`src/rtl/mag_comp_seq.sv`:
```
// Bit-serial magnitude comparator: scans A and B from the MSB down and reports A>B, A==B or A<B.
// Latency: WIDTH-i edges after accept (i = first differing bit) with EARLY_EXIT=1, else always WIDTH edges.
// Backpressure: none; start is ignored while busy and accepted again in IDLE or in the DONE cycle.
//
// Ports:
//   clk, rst_n         clock and asynchronous active-low reset
//   start              request a comparison (captures a, b, signed_mode)
//   signed_mode        1 = two's-complement compare, 0 = unsigned
//   a, b               WIDTH-bit operands
//   busy               high while scanning
//   done               one-cycle pulse with a valid result
//   g, e, l            A>B, A==B, A<B (registered, held until the next accept)
module mag_comp_seq #(
    parameter int WIDTH      = 8,
    parameter int EARLY_EXIT = 1
) (
    input  logic             clk,
    input  logic             rst_n,
    input  logic             start,
    input  logic             signed_mode,
    input  logic [WIDTH-1:0] a,
    input  logic [WIDTH-1:0] b,
    output logic             busy,
    output logic             done,
    output logic             g,
    output logic             e,
    output logic             l
);

    localparam int IW = (WIDTH > 1) ? $clog2(WIDTH) : 1;
    localparam logic [IW-1:0] IDX_MSB = IW'(WIDTH - 1);

    typedef enum logic [1:0] {
        IDLE = 2'd0,
        SCAN = 2'd1,
        DONE = 2'd2
    } state_t;

    state_t           state_q;
    logic [IW-1:0]    idx_q;
    logic [WIDTH-1:0] a_q;
    logic [WIDTH-1:0] b_q;
    logic             sm_q;
    logic             found_q;     // a difference has already been seen (full-scan mode)
    logic             found_gt_q;  // verdict of that first difference: 1 = A>B
    logic             busy_q;
    logic             done_q;
    logic             g_q;
    logic             e_q;
    logic             l_q;

    logic bit_diff;
    logic bit_gt;
    logic res_found;
    logic res_gt;

    always_comb begin
        bit_diff = a_q[idx_q] ^ b_q[idx_q];
        // In signed mode the MSB is the sign: a set A bit means A is negative,
        // so when the sign bits differ A>B exactly when B carries the set bit.
        if (sm_q && (idx_q == IDX_MSB)) begin
            bit_gt = b_q[idx_q];
        end else begin
            bit_gt = a_q[idx_q];
        end
        // Final verdict at idx 0 in full-scan mode: an earlier difference wins
        // over the current bit.
        res_found = found_q | bit_diff;
        res_gt    = found_q ? found_gt_q : bit_gt;
    end

    always_ff @(posedge clk or negedge rst_n) begin
        if (!rst_n) begin
            state_q    <= IDLE;
            idx_q      <= IDX_MSB;
            a_q        <= '0;
            b_q        <= '0;
            sm_q       <= 1'b0;
            found_q    <= 1'b0;
            found_gt_q <= 1'b0;
            busy_q     <= 1'b0;
            done_q     <= 1'b0;
            g_q        <= 1'b0;
            e_q        <= 1'b0;
            l_q        <= 1'b0;
        end else begin
            case (state_q)
                IDLE, DONE: begin
                    done_q <= 1'b0;
                    if (start) begin
                        a_q        <= a;
                        b_q        <= b;
                        sm_q       <= signed_mode;
                        idx_q      <= IDX_MSB;
                        found_q    <= 1'b0;
                        found_gt_q <= 1'b0;
                        g_q        <= 1'b0;
                        e_q        <= 1'b0;
                        l_q        <= 1'b0;
                        busy_q     <= 1'b1;
                        state_q    <= SCAN;
                    end else begin
                        state_q <= IDLE;
                    end
                end
                SCAN: begin
                    if ((EARLY_EXIT != 0) && bit_diff) begin
                        g_q     <= bit_gt;
                        e_q     <= 1'b0;
                        l_q     <= ~bit_gt;
                        busy_q  <= 1'b0;
                        done_q  <= 1'b1;
                        state_q <= DONE;
                    end else if (idx_q == '0) begin
                        g_q     <= res_found & res_gt;
                        e_q     <= ~res_found;
                        l_q     <= res_found & ~res_gt;
                        busy_q  <= 1'b0;
                        done_q  <= 1'b1;
                        state_q <= DONE;
                    end else begin
                        if (!found_q && bit_diff) begin
                            found_q    <= 1'b1;
                            found_gt_q <= bit_gt;
                        end
                        idx_q <= idx_q - IW'(1);
                    end
                end
                default: begin
                    busy_q  <= 1'b0;
                    done_q  <= 1'b0;
                    state_q <= IDLE;
                end
            endcase
        end
    end

    assign busy = busy_q;
    assign done = done_q;
    assign g    = g_q;
    assign e    = e_q;
    assign l    = l_q;

endmodule

```
`config.mk`:
```
export PLATFORM = sky130hd
export DESIGN_NAME = mag_comp_seq
export DESIGN_NICKNAME = d
export VERILOG_FILES = /design/src/rtl/mag_comp_seq.sv
export SDC_FILE = /design/constraint.sdc
export NUM_CORES = 1
export LEC_CHECK = 0
export BUFFER_PORTS_ARGS = -buffer_cell sky130_fd_sc_hd__buf_2
export CAP_MARGIN = 20
export CORE_UTILIZATION = 58
export CTS_CLUSTER_SIZE = 28
export DETAILED_ROUTE_END_ITERATION = 6
export MAX_ROUTING_LAYER = met4
export PLACE_DENSITY = 0.88
export SLEW_MARGIN = 30
export SYNTH_ARGS = -nofsm -noshare
export SYNTH_HDL_FRONTEND = slang
export SYNTH_SLANG_ARGS = --single-unit
```
`constraint.sdc`:
```
create_clock -name clk -period 5.11 [get_ports clk]
set_input_delay 0.2555 -clock clk [delete_from_list [all_inputs] [get_ports clk]]
set_output_delay 0.2555 -clock clk [all_outputs]
set_load 0.05 [all_outputs]
```
==> impl_metrics.ini <==
[status]
status = finished clean

[timing]
fin_ws_ns = 2.82
timing.fmax_mhz = 437
skew_ns = 0.00371
fin_crit_ns = 2.29
maxSlewViolCount = 0
tns_ns = 0
hold_violations = 0
finalSetupViolCount = 0
fin_hold_ws_ns = 0.105
tightest_slew_ns = 0.773
fin_crit_sh_pct = 44.8
max_slew_margin_pct = 48.4
rsz0062_at_grt = no

[clocking]
clockBufferDepth = 2
cts.htree.levels = 1
cts_setup_buffers = 0
hold_buffers = 1
cts_resized = 0
cts-buffers-inserted = 3
clockRootBuffer = clkbuf_4
clk_latency_ns = 0.32
cts_tree = done
clock_sinks = 28
cts.clk_slew.worst_paths_ns = 0.14

[worst_hold_path]
hold_class = input port to register

[placed_design]
io_buffer_count = 24
hpwlAfterDp_mm = 1.68
routabilityCongestion = 0.813
pre_cts_ws_ns = 2.84

[die]
die_area_um2 = 2510
rows = 17
pin_count = 25
die_w_um = 50.1
start_util_pct = 61.2
core_um2 = 2190
die_height_um = 50.1

[logic_synthesis]
ys.flop_type = dfrtp_1
syn_avg_cell_area_um2 = 10.1
synthesis.area_um2 = 1340
syn_inst = 133
yosys_warnings = 0
synth_edf_count = 0
yosys.cell_types.count = 29
synth_fp_nets = 156
synthArstFlopShare_pct = 100
synth_seq_area_share_pct = 52.5
ys_ff_latch = 28

[job]
drv_cap = 0

[critical_path]
worstPathRequired_ns = 5.34
cp-start-kind = register
arrival_ns = 2.51
critPathCaptureType = register
path_class = register to register
cp_max_fo = 8

[final_layout]
insertedDiodeCount = 0
fill_cells = 179
area_growth_pct = 15.0
mostFrequentLayoutCells = nand2_1 (54), dfrtp_1 (25), buf_2 (24)
final_core_util_pct = 70.4
final_common_cell = nand2_1
drive_gt1_share_pct = 26.8
nets = 181

[power_and_ir_drop]
static-leakage-power_nw = 0.806
p_per_area_nw_per_um2 = 656
vdd_drop_max_mv = 0.419

[grt]
track_usage_pct = 24.4
met3_usage_pct = 3.70
grt_overflow = 0
met2_usage_pct = 39.8
grt_pass1_wl_mm = 4.32
grt_pass1_vias = 1006
busiest_layer = met2
grt_max_degree = 29
use_met1_pct = 30.1
grt_antenna_before_repair = 0

[routing]
drtPass1Iterations = 4
vias_per_cell = 5.30
drt_wl_total_mm = 2.35
drtIter0Drc = 21
route.detailed.drc = 0
ant_nets = 0
vias = 980
wl_per_cell_um = 12.7
==> final timing paths <==
kind,slack (ns),to,depth (start not counted),from
hold reg to reg,0.49,a_q[7]$_DFFE_PN0P_,2,a_q[7]$_DFFE_PN0P_
hold / removal,0.10,a_q[4]$_DFFE_PN0P_,3,a[4]
setup reg to reg,2.82,g$_DFFE_PN0P_,5,idx_q[0]$_DFFE_PN1P_
min in group asynchronous,0.46,b_q[1]$_DFFE_PN0P_,2,rst_n
setup / recovery,2.82,g$_DFFE_PN0P_,5,idx_q[0]$_DFFE_PN1P_
max in group asynchronous,4.27,found_gt_q$_DFFE_PN0P_,2,rst_n
==> stage by stage <==
stage / power, mW / std cells / instance area [um2]
6_report: 1.01 / 185 / 1540
5_1_grt: 1.09 / 185 / 1540
4_1_cts: 1.02 / 185 / 1540
3_5_place_dp: 0.873 / 180 / 1480
3_3_place_gp: 0.853 / 180 / 1480
2_1_floorplan: 0.776 / 133 / 1340
==> sequential cells by signal, summed over array words and instances, names as in the netlist <==
name	cells
g	1
a_q	8
sm_q	1
done	1
idx_q	3
state_q	1
b_q	8
found_gt_q	1
found_q	1
e	1
busy	1
l	1
==> Yosys cell counts (2+ instances only) <==
cell,count,share of area (%)
nand2_1,54,15
dfrtp_1,25,47
clkbuf_1,5,1.4
mux4_2,5,8.4
inv_1,4,1.1
dfstp_2,3,5.9
ha_1,3,2.8
nand2b_1,3,1.4
nor2_1,3,0.84
nor2b_1,3,1.4
nor3_1,3,1.1
a31o_2,2,1.3
and2_1,2,0.93
mux2i_1,2,1.5
nand3_1,2,0.75
==> worst max-delay path: stages, from the launching register on <==
cell and delay [ns]:
dfstp_2 0.66, mux4_2 0.55, mux2i_4 0.21, xor2_2 0.31
o21ai_1 0.17, a32o_1 0.28
==> power by group <==
| part | internal, mW | switching, mW |
|---|---|---|
| sequential | 0.325 | 0.0708 |
| combinational | 0.210 | 0.265 |
| clock | 0.0793 | 0.0627 |
| total | 0.614 | 0.399 |
==> cells by family after synthesis <==
kind of cell	Yosys count	share of synthesized area, %
simple gates	73	23.0
xor+xnor	1	1.21
fa+ha+maj	3	2.80
mux	9	12.6
compound gates	9	4.94
flops	28	52.5
buf+inv	10	2.89
==> layout make-up <==
class                      instances  area [um2]  area share [%]
inverter                           4        15.0           0.973
clock buffer                       3        22.5            1.46
timing repair buffer              26         138            8.92
tap                               28        35.0            2.27
clock inverter                     1        30.0            1.95
multi-input combinational         95         598            38.8
sequential                        28         704            45.7
==> metal layers <==
layer / share of wire [%] / vias to the layer above / wire (um)
li1: - / 484 / -
met1: 44 / 464 / 1030
met2: 51 / 28 / 1210
met3: 3.9 / 4 / 92
met4: 1.1 / 0 / 27
met5: 0 / - / 0
Power figures use the tool's default switching activity.
